--- src/rtl/head_vector_extract.sv ---
// head_vector_extract: gathers one header byte per field into an 80-bit head vector
module head_vector_extract #(
    parameter int         FIELDS     = 10,
    parameter int         FIFO_DEPTH = 4,
    parameter logic [7:0] SKIP_OFF   = 8'hFF
) (
    input  logic                   clk,
    input  logic                   reset,
    input  logic                   headVectorLocation_valid,
    input  logic [8*FIELDS+12:0]   headVectorLocation,
    output logic                   pkt_rd_en,
    output logic [12:0]            pkt_rd_addr,
    input  logic [7:0]             pkt_rd_data,
    output logic                   head_vector_valid,
    output logic [4:0]             head_vector_id,
    output logic [7:0]             head_vector_index,
    output logic [8*FIELDS-1:0]    head_vector,
    output logic [15:0]            drop_cnt
);
    localparam int AW = $clog2(FIFO_DEPTH);
    localparam int CW = $clog2(FIELDS);
    localparam int IX = 8 * FIELDS;
    localparam int W  = 8 * FIELDS + 13;

    typedef enum logic [1:0] {IDLE, READ, DRAIN, EMIT} state_t;

    logic [W-1:0]   r_mem [FIFO_DEPTH];
    logic [AW-1:0]  r_wp, r_rp;
    logic [AW:0]    r_count;
    state_t         r_state, w_next;
    logic [CW-1:0]  r_cnt, w_cnt_n, r_d_slot;
    logic [W-1:0]   r_work, w_work_n;
    logic [IX-1:0]  r_res, w_res_n;
    logic [7:0]     w_off_n;
    logic           r_d_en;
    logic           w_empty, w_full, w_pop, w_push, w_drop;

    assign w_empty = r_count == '0;
    assign w_full  = r_count == (AW+1)'(FIFO_DEPTH);
    assign w_pop   = (r_state == IDLE || r_state == EMIT) && !w_empty;
    assign w_push  = headVectorLocation_valid && (!w_full || w_pop);
    assign w_drop  = headVectorLocation_valid && !w_push;

    // FIFO storage; contents are don't-care until written
    always_ff @(posedge clk) begin
        if (w_push) r_mem[r_wp] <= headVectorLocation;
    end

    // FIFO pointers, occupancy and saturating drop counter
    always_ff @(posedge clk or posedge reset) begin
        if (reset) begin
            r_wp     <= '0;
            r_rp     <= '0;
            r_count  <= '0;
            drop_cnt <= '0;
        end else begin
            if (w_push) r_wp <= r_wp + 1'b1;
            if (w_pop) r_rp <= r_rp + 1'b1;
            r_count <= r_count + {{AW{1'b0}}, w_push} - {{AW{1'b0}}, w_pop};
            if (w_drop && drop_cnt != 16'hFFFF) drop_cnt <= drop_cnt + 1'b1;
        end
    end

    // next state, next field and result assembly; EMIT pops directly to avoid a bubble
    always_comb begin
        w_next = r_state;
        unique case (r_state)
            IDLE, EMIT: w_next = w_empty ? IDLE : READ;
            READ:       w_next = (r_cnt == CW'(FIELDS - 1)) ? DRAIN : READ;
            DRAIN:      w_next = EMIT;
            default:    w_next = IDLE;
        endcase
        w_cnt_n  = w_pop ? '0 : (r_state == READ ? r_cnt + 1'b1 : r_cnt);
        w_work_n = w_pop ? r_mem[r_rp] : r_work;
        w_off_n  = w_work_n[8*w_cnt_n +: 8];
        w_res_n  = r_res;
        if (w_pop) w_res_n = '0;
        else if (r_d_en) w_res_n[8*r_d_slot +: 8] = pkt_rd_data;
    end

    // FSM state, read strobe registered for the field about to be read, and delayed capture tag
    always_ff @(posedge clk or posedge reset) begin
        if (reset) begin
            r_state     <= IDLE;
            r_cnt       <= '0;
            r_work      <= '0;
            r_res       <= '0;
            pkt_rd_en   <= 1'b0;
            pkt_rd_addr <= '0;
            r_d_en      <= 1'b0;
            r_d_slot    <= '0;
        end else begin
            r_state     <= w_next;
            r_cnt       <= w_cnt_n;
            r_work      <= w_work_n;
            r_res       <= w_res_n;
            pkt_rd_en   <= w_next == READ && w_off_n != SKIP_OFF;
            pkt_rd_addr <= w_next == READ ? {w_work_n[W-1:IX+8], w_off_n} : pkt_rd_addr;
            r_d_en      <= pkt_rd_en;
            r_d_slot    <= r_cnt;
        end
    end

    // result outputs load as DRAIN captures the last byte, so valid is high during EMIT
    always_ff @(posedge clk or posedge reset) begin
        if (reset) begin
            head_vector_valid <= 1'b0;
            head_vector_id    <= '0;
            head_vector_index <= '0;
            head_vector       <= '0;
        end else begin
            head_vector_valid <= r_state == DRAIN;
            if (r_state == DRAIN) begin
                head_vector       <= w_res_n;
                head_vector_id    <= r_work[W-1:IX+8];
                head_vector_index <= r_work[IX+7:IX];
            end
        end
    end
endmodule

--- config.mk ---
export PLATFORM = sky130hd
export DESIGN_NAME = head_vector_extract
export DESIGN_NICKNAME = d
export VERILOG_FILES = /design/src/rtl/head_vector_extract.sv
export SDC_FILE = /design/constraint.sdc
export NUM_CORES = 1
export LEC_CHECK = 0
export CAP_MARGIN = 20
export CORE_AREA = 2 2 339 341
export DETAILED_ROUTE_END_ITERATION = 7
export DIE_AREA = 0 0 341 343
export PLACE_DENSITY = 0.41
export SLEW_MARGIN = 20
export SYNTH_ARGS = -nofsm -noshare
export SYNTH_HDL_FRONTEND = slang
export SYNTH_SLANG_ARGS = --single-unit
--- constraint.sdc ---
create_clock -name clk -period 33.1 [get_ports clk]
set_clock_uncertainty 0.1 [all_clocks]
set_input_delay 6.62 -clock clk [delete_from_list [all_inputs] [get_ports clk]]
set_output_delay 6.62 -clock clk [all_outputs]
set_load 0.05 [all_outputs]
-- Word level (Yosys, flattened, before mapping)
Memory sizes are Yosys's and may differ from the RTL's.
Cells that the tools add are included.
- bits in registers: 315
- RAM bits: 372
- bits of input ports: 104
- output and inout port bits: 124
- logic and storage cells: 59
- memories kept: 1
- memories (name ; words ; bits a word ; read ports ; clocked after Yosys merged registers in ; wr ports ; RTL line ; text):
    r_mem ; 4 ; 93 ; 1 ; 0 ; 1 ; 27 ; logic [W-1:0] r_mem [FIFO_DEPTH];
- add/subtract/negate cells: 7
- eq/ne operators: 8
- shift-type cells: 3
- muxes and demuxes: 11
- reductions and logical operators: 13
- operators by type and width (operator ; count):
    $mux W80 ; 2
    $mux W93 ; 1
    $shiftx A93 B8 Y8 ; 1
    $bwmux W80 ; 1
    $shift A8 B34 Y80 const A ; 1
    $shiftx A8 B34 Y80 ; 1
    $neg A7 Y34 ; 1
    $add A16 B1 Y16 const B ; 1
    $ne A16 B16 Y1 const B ; 1
    $mux W4 ; 2
    $ne A8 B8 Y1 const B ; 1
    $pmux W2 S3 ; 1
    $logic_and A1 B1 Y1 ; 5
    $add A2 B1 Y2 const B ; 2
    $add A4 B1 Y4 const B ; 1
    $eq A2 B1 Y1 const B ; 2
    $eq A2 B2 Y1 const B ; 2
    $eq A4 B4 Y1 const B ; 1
    $add A3 B1 Y3 ; 1
    $eq A3 B3 Y1 const B ; 1
    $logic_not A1 Y1 ; 3
    $logic_not A3 Y1 ; 1
    $mux W1 ; 3
    $sub A3 B1 Y3 ; 1
    other kinds (4) ; 5

-- Longest topological paths before layout
Gate-level depths: netlist of the first run.
- word-level depth: 8
- mapped depth: 13
- depth with buffers taken out: 10

-- Worst setup path before layout of the first run
Ideal clock, no wire load.
- path kind: input -> register
- start: input headVectorLocation_valid
- end: memory r_mem[0][0] in the netlist's numbering, enable pin
- setup time: 0.462 ns
- data arrival time: 9.147 ns
- required time: 32.538 ns
- setup slack: 23.391 ns
- cell stages on the path: 3
- path buffers: 1
- cell sequence: nor2b_1 > clkbuf_1 > and2_1
- cells in the longest elaborated chain, start to end: 3
- ends and longest elaborated chain (item ; RTL line ; text):
    start: declaration ; 9 ; input logic headVectorLocation_valid,
    $logic_and A1 B1 Y1 ; 41 ; assign w_push = headVectorLocation_valid && (!w_full || w_pop);
    $mux W1 ; 46 ; if (w_push) r_mem[r_wp] <= headVectorLocation;
    $mux W1 (not written as such) ; 46 ;
    end: declaration ; 27 ;
No other way between the ends.

-- Worst setup path in the final report of the first run
- start: input headVectorLocation_valid
- end: memory r_mem[0][4] in the netlist's numbering, enable pin
Same word-level chain as after synthesis.

==> impl_metrics.env, run 1 <==
export IMPL_run_status="complete, no violations"
export IMPL_cts_root_buffer="clkbuf_16"
export IMPL_setup_tns_ps=0
export IMPL_gp_congestion=0.726
export IMPL_place_hpwl_um=47700
export IMPL_clock_path_buffers=3
export IMPL_fillers=11200
export IMPL_final_util_pct=29.7
export IMPL_die_w_um=341
export IMPL_ys_ff_latch=687
export IMPL_nNetsFinal=2059
export IMPL_htree_levels=3
export IMPL_hold_viol_final=0
export IMPL_viasPerCell=4.23
export IMPL_worstHoldPathType="flip-flop to flip-flop"
export IMPL_cp_top_family="simple AND/OR/NAND/NOR gates"
export IMPL_drcViolationCount=0
export IMPL_avgSynthCellArea_um2=15.9
export IMPL_grt_max_degree=111
export IMPL_yosys_warnings=0
export IMPL_slew_headroom_pct=24.3
export IMPL_worstMarginPinSlew_ps=1130
export IMPL_seqPwrFrac_pct=39.1
export IMPL_cts_tree="built"
export IMPL_netlist_area_um2=27000
export IMPL_rows=124
export IMPL_start_util_pct=23.8
export IMPL_grt_antenna_before_repair=4
export IMPL_diodes=0
export IMPL_period_share_pct=28.0
export IMPL_synth_seq_area_share_pct=70.6
export IMPL_grt_ovfl_total=0
export IMPL_io_buffers=227
export IMPL_dp_cells=3371
export IMPL_max_cap_viol_count=0
export IMPL_setup_viol=0
export IMPL_r2r_slack_ps=29080
export IMPL_start_kind="input pin"
export IMPL_p_switching_uw=1140
export IMPL_cts_sinks=687
export IMPL_syn_nets=1814
export IMPL_vias=14900
export IMPL_cp_arrival_ps=9440
export IMPL_cts_hold_buf=0
export IMPL_max_freq_ghz=0.108
export IMPL_wl_um=73500
export IMPL_rsz0062_at_grt="false"
export IMPL_die_area_um2=117000
export IMPL_synth_cell_types=80
export IMPL_critPathMaxStageDelay_ps=920
export IMPL_drive_gt1_share_pct=18.9
export IMPL_fin_cells=3520
export IMPL_worstSetupPathType="input pin to flip-flop"
export IMPL_postCtsSetupBuffers=0
export IMPL_netlist_top_cells_area="edfxtp_1, dfrtp_1, mux4_2, nand2_1, mux2_2"
export IMPL_die_h_um=343
export IMPL_grt_pass1_wl_um=109000
export IMPL_synth_top_area_share_pct=41.4
export IMPL_dr_pass1_iters=5
export IMPL_clkTransAtPathRegs_ps=50
export IMPL_routedWlPerCell_um=20.9
export IMPL_ctsResizeCount=0
export IMPL_ir_drop_v=0.0000447
export IMPL_clk_latency_ps=660
export IMPL_path_cells="clkdlybuf4s50_1 -> nor2b_1 -> and2_4 -> buf_4"
export IMPL_cts_buffers=80
export IMPL_synth_edf_count=372
export IMPL_internal_power_uw=2030
export IMPL_area_delta_synth_final_pct=24.7
export IMPL_ios=228
export IMPL_grtUsageTotal_pct=12.6
export IMPL_switching_share_pct=36.0
export IMPL_synth_top_area_cell="edfxtp_1"
export IMPL_crit_path_end_kind="flip-flop"
export IMPL_pwr_share_comb_pct=32.7
export IMPL_leakage_uw=0.0129
export IMPL_power_frac_clock_pct=28.2
export IMPL_path_buf_inv=2
export IMPL_synth_top_cells_by_count="edfxtp_1, nand2_1, dfrtp_1"
export IMPL_cpMaxStageDelayCell="and2_4"
export IMPL_synthCells=1696
export IMPL_core_um2=113000
export IMPL_power_density_nw_per_um2=94.1
export IMPL_final_max_slew_viol_count=0
export IMPL_drt_iter0_drc=723
export IMPL_ant_nets=0
export IMPL_layout_min_cycle_time_ps=9270
export IMPL_crit_required_ps=33270
export IMPL_synth_main_ff_cell="edfxtp_1"
export IMPL_synth_most_common_cell="edfxtp_1"
export IMPL_synthArstFlopShare_pct=45.9
export IMPL_critPathMaxFanout=56
export IMPL_first_global_vias=16000
-- sequential cells by signal (all words and copies together), names as in the netlist, 3 cells and up --
name,count
r_d_slot,4
r_cnt,4
drop_cnt,16
head_vector,80
head_vector_index,8
r_count,3
r_work,93
r_res,80
pkt_rd_addr,13
head_vector_id,5
r_mem,372
-- cell usage in the layout, fill, tap and decap left out, types with 4 or more instances in the layout --
| master | n |
|---|---|
| buf_4 | 17 |
| clkdlybuf4s50_1 | 227 |
| nand3_1 | 30 |
| ha_1 | 12 |
| and3_1 | 10 |
| mux2i_1 | 63 |
| xnor2_1 | 15 |
| xor2_1 | 7 |
| a211oi_1 | 5 |
| and2_1 | 12 |
| and2_4 | 4 |
| clkbuf_1 | 18 |
| dfrtp_1 | 313 |
| nor2_1 | 72 |
| inv_1 | 17 |
| nand2_1 | 325 |
| clkbuf_16 | 80 |
| a21oi_1 | 36 |
| mux4_1 | 6 |
| nand2_2 | 4 |
| clkbuf_8 | 14 |
| bufinv_16 | 6 |
| o21ai_0 | 14 |
| nor3_1 | 4 |
| clkinv_2 | 13 |
| clkinv_1 | 8 |
| mux2_2 | 105 |
| edfxtp_1 | 372 |
| nand4_1 | 13 |
| mux4_2 | 98 |
-- per-stage QoR --
step	setup WS, ps	area [um2]	power (uW)	hold slack, ps
6_report	23830	33700	3170	308
5_1_grt	23600	33700	3360	338
4_1_cts	23760	33700	3240	312
3_5_place_dp	23060	30900	2330	299
3_3_place_gp	23080	30900	2320	303
2_1_floorplan	17670	27000	1940	306
-- cells by family after synthesis --
logic type	share of synthesized area, %
AOI/OAI and AO/OA	2.22
xor gates and xnor gates	0.978
adders and majority gates	0.677
buffers and inverters	1.69
DFF	70.6
muxes	15.5
and+or+nand+nor	8.32
-- power by group through the flow --
stage / Combinational (uW) / Clock [uW] / Sequential, uW
floorplan: 621 / 0 / 1320
global placement: 1070 / 0 / 1250
detailed placement: 1070 / 0 / 1260
CTS: 1070 / 928 / 1240
global route: 1130 / 963 / 1260
finish: 1040 / 894 / 1240
-- per-layer routing --
layer / track usage, % / wire length, um / up-vias
met1: 16.2 / 32200 / 7724
met3: 2.67 / 3200 / 103
li1: - / - / 6731
met5: 0 / 56 / -
met4: 3.52 / 1640 / 8
met2: 21.4 / 36400 / 309
-- worst paths after layout --
kind | startpoint | endpoint | cells after the start
worst max-delay path | headVectorLocation_valid | r_mem[0][4]$_DFFE_PP_ | 4
worst min-delay path | pkt_rd_en$_DFF_PP0_ | r_d_en$_DFF_PP0_ | 0
worst max register to register | r_d_slot[0]$_DFF_PP0_ | head_vector[77]$_DFFE_PP0P_ | 8
worst min register to register | pkt_rd_en$_DFF_PP0_ | r_d_en$_DFF_PP0_ | 0
max in group asynchronous | reset | r_rp[1]$_DFFE_PP0N_ | 4
min in group asynchronous | reset | head_vector[30]$_DFFE_PP0P_ | 2
-- final cells by class --
class                           count  area, um2  share of cell area [%]
Tap cell                         1512       1890                    5.62
Clock inverter                     37        458                    1.36
Sequential cell                   687      19100                    56.6
Clock buffer                      112       2260                    6.72
Multi-Input combinational cell    909       7510                    22.3
Inverter                           19       83.8                   0.249
Timing Repair Buffer              244       2400                    7.13
No activity file was read; power rests on OpenSTA's default activity.
==> inputs of run 2 (changes only) <==
Settings changed: PLACE_DENSITY 0.41 to 0.42.
Clock period 33.1 ns to 8.3 ns, I/O delays scaled along.
==> run 2 against run 1 <==
Against the previous run: count of clock-buffer cells in the layout fell by 15; sequential share of layout area shrank 0.18 points; hold slack lost 8.9 ps; clock power grew to 4.1 times the previous value; core utilization increased by 0.093 points; register-to-register slack got worse by 25000 ps; wire length shrank 0.80%; sequential power rose to 4.0 times the previous value; combinational power rose to 4.0 times the previous value; final area grew 0.31%; critical endpoint is now r_mem[2][26]$_DFFE_PP_; largest power group unchanged.
==> impl_metrics.env, run 2 (synthesis results as in run 1) <==
export IMPL_ir_drop_v=0.000240
export IMPL_r2r_slack_ps=4440
export IMPL_slew_headroom_pct=27.4
export IMPL_drive_gt1_share_pct=19.1
export IMPL_layout_common_cells="edfxtp_1, nand2_1, dfrtp_1"
export IMPL_hp_start="pkt_rd_en$_DFF_PP0_"
export IMPL_min_to="r_d_en$_DFF_PP0_"
export IMPL_ant_nets=0
export IMPL_core_um2=113000
export IMPL_cp_arrival_ps=4440
export IMPL_die_h_um=343
export IMPL_run_status="complete, no violations"
export IMPL_cp_top_family="simple AND/OR/NAND/NOR gates"
export IMPL_critPathMaxFanout=55
export IMPL_timing_hold_ws_ps=299
export IMPL_critPathMaxStageDelay_ps=920
export IMPL_final_max_slew_viol_count=0
export IMPL_period_share_pct=51.2
export IMPL_rows=124
export IMPL_viasPerCell=4.25
export IMPL_reg2reg_from="r_state[1]$_DFF_PP0_"
export IMPL_die_w_um=341
export IMPL_worstSetupPathType="input pin to flip-flop"
export IMPL_cts_tree="built"
export IMPL_setup_tns_ps=0
export IMPL_drcViolationCount=0
export IMPL_clk_latency_ps=670
export IMPL_clkTransAtPathRegs_ps=60
export IMPL_first_global_vias=16000
export IMPL_dr_pass1_iters=5
export IMPL_setup_ws_ps=4050
export IMPL_worstHoldPathType="flip-flop to flip-flop"
export IMPL_start_kind="input pin"
export IMPL_grt_max_degree=166
export IMPL_r2r_cells=9
export IMPL_postCtsSetupBuffers=0
export IMPL_final_common_cell="edfxtp_1"
export IMPL_max_flop_register="r_mem"
export IMPL_place_ws_ps=3260
export IMPL_die_area_um2=117000
export IMPL_gp_congestion=0.731
export IMPL_startpoint="headVectorLocation_valid"
export IMPL_worstMarginPinSlew_ps=1090
export IMPL_setup_viol=0
export IMPL_largest_reg_flops=372
export IMPL_top_regs="r_mem x372, r_work x93"
export IMPL_hold_viol_final=0
export IMPL_power_density_nw_per_um2=376
export IMPL_routedWlPerCell_um=20.7
export IMPL_cts_hold_buf=0
export IMPL_vias=15000
export IMPL_area_delta_synth_final_pct=25.1
export IMPL_max_cap_viol_count=0
export IMPL_cts_root_buffer="clkbuf_16"
export IMPL_place_hpwl_um=46700
export IMPL_start_util_pct=23.8
export IMPL_rsz0062_at_grt="false"
export IMPL_io_buffers=227
export IMPL_path_buf_inv=2
export IMPL_layout_min_cycle_time_ps=4250
export IMPL_grt_antenna_before_repair=3
export IMPL_min_path_cells=0
export IMPL_wl_um=72900
export IMPL_fillers=11300
export IMPL_htree_levels=3
export IMPL_leakage_uw=0.0129
export IMPL_clock_path_buffers=3
export IMPL_ios=228
export IMPL_grtUsageTotal_pct=12.4
export IMPL_cpMaxStageDelayCell="and2_4"
export IMPL_cts_sinks=687
export IMPL_grt_pass1_wl_um=108000
export IMPL_final_util_pct=29.8
export IMPL_grt_ovfl_total=0
export IMPL_crit_path_end_kind="flip-flop"
export IMPL_nNetsFinal=2063
export IMPL_ctsResizeCount=0
export IMPL_cts_buffers=82
export IMPL_drt_iter0_drc=930
export IMPL_rr_endpoint="pkt_rd_en$_DFF_PP0_"
export IMPL_max_freq_ghz=0.235
export IMPL_total_power_uw=12700
export IMPL_path_cells="clkdlybuf4s50_1 -> nor2b_1 -> and2_4 -> buf_4"
export IMPL_crit_required_ps=8490
[run 2: changes by cell type in the layout (fill, tap and decap cells not counted), moves of 2 or more]
cell	previous run	this run
clkinvlp_4	2	4
clkinv_2	13	17
clkinv_8	3	1
clkinv_1	8	18
clkbuf_1	18	7
clkbuf_16	80	84
clkbuf_8	14	6
[run 2: how the worst max path moves through the flow]
stage | to | cells after the start
floorplan | drop_cnt[0]$_DFFE_PP0P_ | 1
global placement | r_mem[3][37]$_DFFE_PP_ | 4
detailed placement | r_mem[1][45]$_DFFE_PP_ | 4
CTS | r_mem[2][26]$_DFFE_PP_ | 4
global route | r_mem[1][26]$_DFFE_PP_ | 4
finish | r_mem[2][26]$_DFFE_PP_ | 4
[run 2: metal layers]
layer / vias up / part of all wire, % / global-route usage [%]
met5: - / 0.047 / 0
met4: 6 / 2.4 / 3.41
met3: 107 / 4.5 / 2.79
met2: 320 / 49 / 20.8
met1: 7789 / 44 / 16.2
li1: 6752 / - / -
[run 2: final cells by class]
| class | count | area [um2] | area share, % |
|---|---|---|---|
| flip-flops and latches | 687 | 19100 | 56.4 |
| multi-input cells | 909 | 7510 | 22.3 |
| repair buffers | 246 | 2450 | 7.25 |
| clock buffers | 97 | 2210 | 6.55 |
| well taps | 1512 | 1890 | 5.60 |
| clock inverters | 53 | 559 | 1.66 |
| inverters | 19 | 80.1 | 0.237 |
| diodes | 1 | 2.50 | 0.00741 |
[run 2: power breakdown]
part / switching, uW / leakage [uW] / internal (uW)
clock: 1500 / 0.00135 / 2140
combinational: 2590 / 0.00419 / 1530
sequential: 502 / 0.00738 / 4450
total: 4590 / 0.0129 / 8110
[run 2: stage by stage]
stage | cells | cell area [um2]
global route | 3523 | 33800
detailed placement | 3372 | 31000
finish | 3524 | 33800
global placement | 3372 | 31000
CTS | 3522 | 33700
floorplan | 1696 | 27000
==> inputs of run 3 (changes only) <==
Settings changed: PLACE_DENSITY 0.42 to 0.41.
Clock period 8.3 ns to 4 ns, I/O delays scaled along.
==> run 3 against run 2 <==
Against the previous run: combinational power up 110%; register-to-register slack worse by 3800 ps; first-iteration DRC count down 16%; setup slack worse by 3400 ps; total power up 110%; critical path depth up 5; largest cell class unchanged; clock power up 100%; cell count up 0.71%.
==> impl_metrics.env, run 3 (synthesis results as in run 1) <==
export IMPL_drcViolationCount=0
export IMPL_die_w_um=341
export IMPL_viasPerCell=4.26
export IMPL_final_max_slew_viol_count=0
export IMPL_slew_headroom_pct=34.2
export IMPL_hold_viol_final=0
export IMPL_layout_min_cycle_time_ps=3330
export IMPL_cpMaxStageDelayCell="dfrtp_1"
export IMPL_cp_top_family="compound AO/OA/AOI/OAI gates"
export IMPL_power_density_nw_per_um2=778
export IMPL_setup_tns_ps=0
export IMPL_grt_max_degree=105
export IMPL_run_status="complete, no violations"
export IMPL_pwr_share_comb_pct=33.3
export IMPL_clock_path_buffers=3
export IMPL_place_hpwl_um=48700
export IMPL_total_power_uw=26500
export IMPL_timing_hold_ws_ps=368
export IMPL_leakage_uw=0.0130
export IMPL_clk_latency_ps=650
export IMPL_p_switching_uw=9500
export IMPL_largest_reg_flops=372
export IMPL_critPathMaxFanout=22
export IMPL_drt_iter0_drc=779
export IMPL_rows=124
export IMPL_worstSetupPathType="flip-flop to flip-flop"
export IMPL_grtUsageTotal_pct=12.6
export IMPL_internal_power_uw=17000
export IMPL_max_freq_ghz=0.300
export IMPL_power_frac_clock_pct=28.1
export IMPL_final_util_pct=30.0
export IMPL_die_area_um2=117000
export IMPL_cts_root_buffer="clkbuf_16"
export IMPL_gp_congestion=0.787
export IMPL_cp_arrival_ps=3760
export IMPL_clkTransAtPathRegs_ps=60
export IMPL_grt_antenna_before_repair=5
export IMPL_ant_nets=0
export IMPL_start_kind="flip-flop"
export IMPL_io_buffers=227
export IMPL_max_flop_register="r_mem"
export IMPL_core_um2=113000
export IMPL_cts_sinks=687
export IMPL_postCtsSetupBuffers=0
export IMPL_final_common_cell="edfxtp_1"
export IMPL_htree_levels=3
export IMPL_setup_viol=0
export IMPL_cts_buffers=84
export IMPL_ios=228
export IMPL_r2r_slack_ps=670
export IMPL_crit_path_end_kind="flip-flop"
export IMPL_fillers=11200
export IMPL_first_global_vias=16300
export IMPL_dp_cells=3395
export IMPL_rsz0062_at_grt="false"
export IMPL_path_buf_inv=1
export IMPL_diodes=0
export IMPL_area_delta_synth_final_pct=26.1
export IMPL_top_regs="r_mem x372, r_work x93"
export IMPL_switching_share_pct=35.8
export IMPL_worstHoldPathType="flip-flop to flip-flop"
export IMPL_fin_cells=3549
export IMPL_cts_hold_buf=0
export IMPL_path_cells="inv_1 -> ha_1 -> nand2b_2 -> nand2_2 -> mux2i_1 -> a221o_1 -> a21o_1 -> a2111oi_2 -> a21oi_1"
export IMPL_ir_drop_v=0.000572
export IMPL_grt_ovfl_total=0
export IMPL_nNetsFinal=2087
export IMPL_crit_required_ps=4430
export IMPL_ctsResizeCount=0
export IMPL_critPathMaxStageDelay_ps=600
export IMPL_vias=15100
export IMPL_period_share_pct=83.2
export IMPL_grt_pass1_wl_um=110000
export IMPL_die_h_um=343
export IMPL_layout_common_cells="edfxtp_1, nand2_1, dfrtp_1"
export IMPL_max_cap_viol_count=0
export IMPL_cts_tree="built"
export IMPL_dr_pass1_iters=5
export IMPL_drive_gt1_share_pct=19.9
export IMPL_wl_um=73800
export IMPL_start_util_pct=23.8
export IMPL_seqPwrFrac_pct=38.6
export IMPL_routedWlPerCell_um=20.8
export IMPL_worstMarginPinSlew_ps=986
## run 3: cell count changes in the layout (fill, tap and decap cells not counted), moves of 3 or more
cell	before	now
buf_4	17	24
clkinv_1	18	12
clkinvlp_4	4	7
buf_12	1	17
clkinv_16	4	0
clkbuf_1	7	17
## run 3: power by group through the flow
stage	Clock [uW]	Combinational (uW)	Sequential (uW)
2_1_floorplan	0	5140	10900
3_3_place_gp	0	9020	10400
3_5_place_dp	0	9070	10400
4_1_cts	7730	9100	10300
5_1_grt	8020	9590	10400
6_report	7450	8820	10200
## run 3: final cells by class
cell class	instances	area, um2	share of cell area (%)
clock buffers	108	2260	6.64
flip-flops and latches	687	19100	56.0
inverters	19	80.1	0.235
well taps	1512	1890	5.56
multi-input cells	909	7510	22.1
repair buffers	268	2790	8.20
clock inverters	46	448	1.32
## run 3: worst reg2reg max path, cell delays in order, from the launching register on
cell and delay (ps):
dfrtp_1 600, inv_1 130, ha_1 360, nand2b_2 270, nand2_2 520, mux2i_1 170
a221o_1 370, a21o_1 210, a2111oi_2 360, a21oi_1 110
## run 3: final timing paths
kind,start,to,cells after the start
worst min-delay path,r_work[63]$_DFF_PP0_,r_work[63]$_DFF_PP0_,2
worst max register to register,r_cnt[1]$_DFF_PP0_,pkt_rd_en$_DFF_PP0_,9
worst max-delay path,r_cnt[1]$_DFF_PP0_,pkt_rd_en$_DFF_PP0_,9
max in group asynchronous,reset,pkt_rd_addr[10]$_DFFE_PP0P_,4
worst min register to register,r_work[63]$_DFF_PP0_,r_work[63]$_DFF_PP0_,2
min in group asynchronous,reset,r_res[29]$_DFF_PP0_,2
## run 3: per-stage QoR
| step | setup WS (ps) | area [um2] |
|---|---|---|
| finish | 672 | 34000 |
| global route | 492 | 34000 |
| floorplan | -1100 | 27000 |
| global placement | 737 | 31300 |
| CTS | 627 | 34000 |
| detailed placement | 636 | 31300 |
## run 3: per-layer routing
layer,wire length [um],global-route usage [%]
met1,31900,16.1
met2,36400,21.3
met3,3630,2.91
met4,1820,3.91
met5,41,0
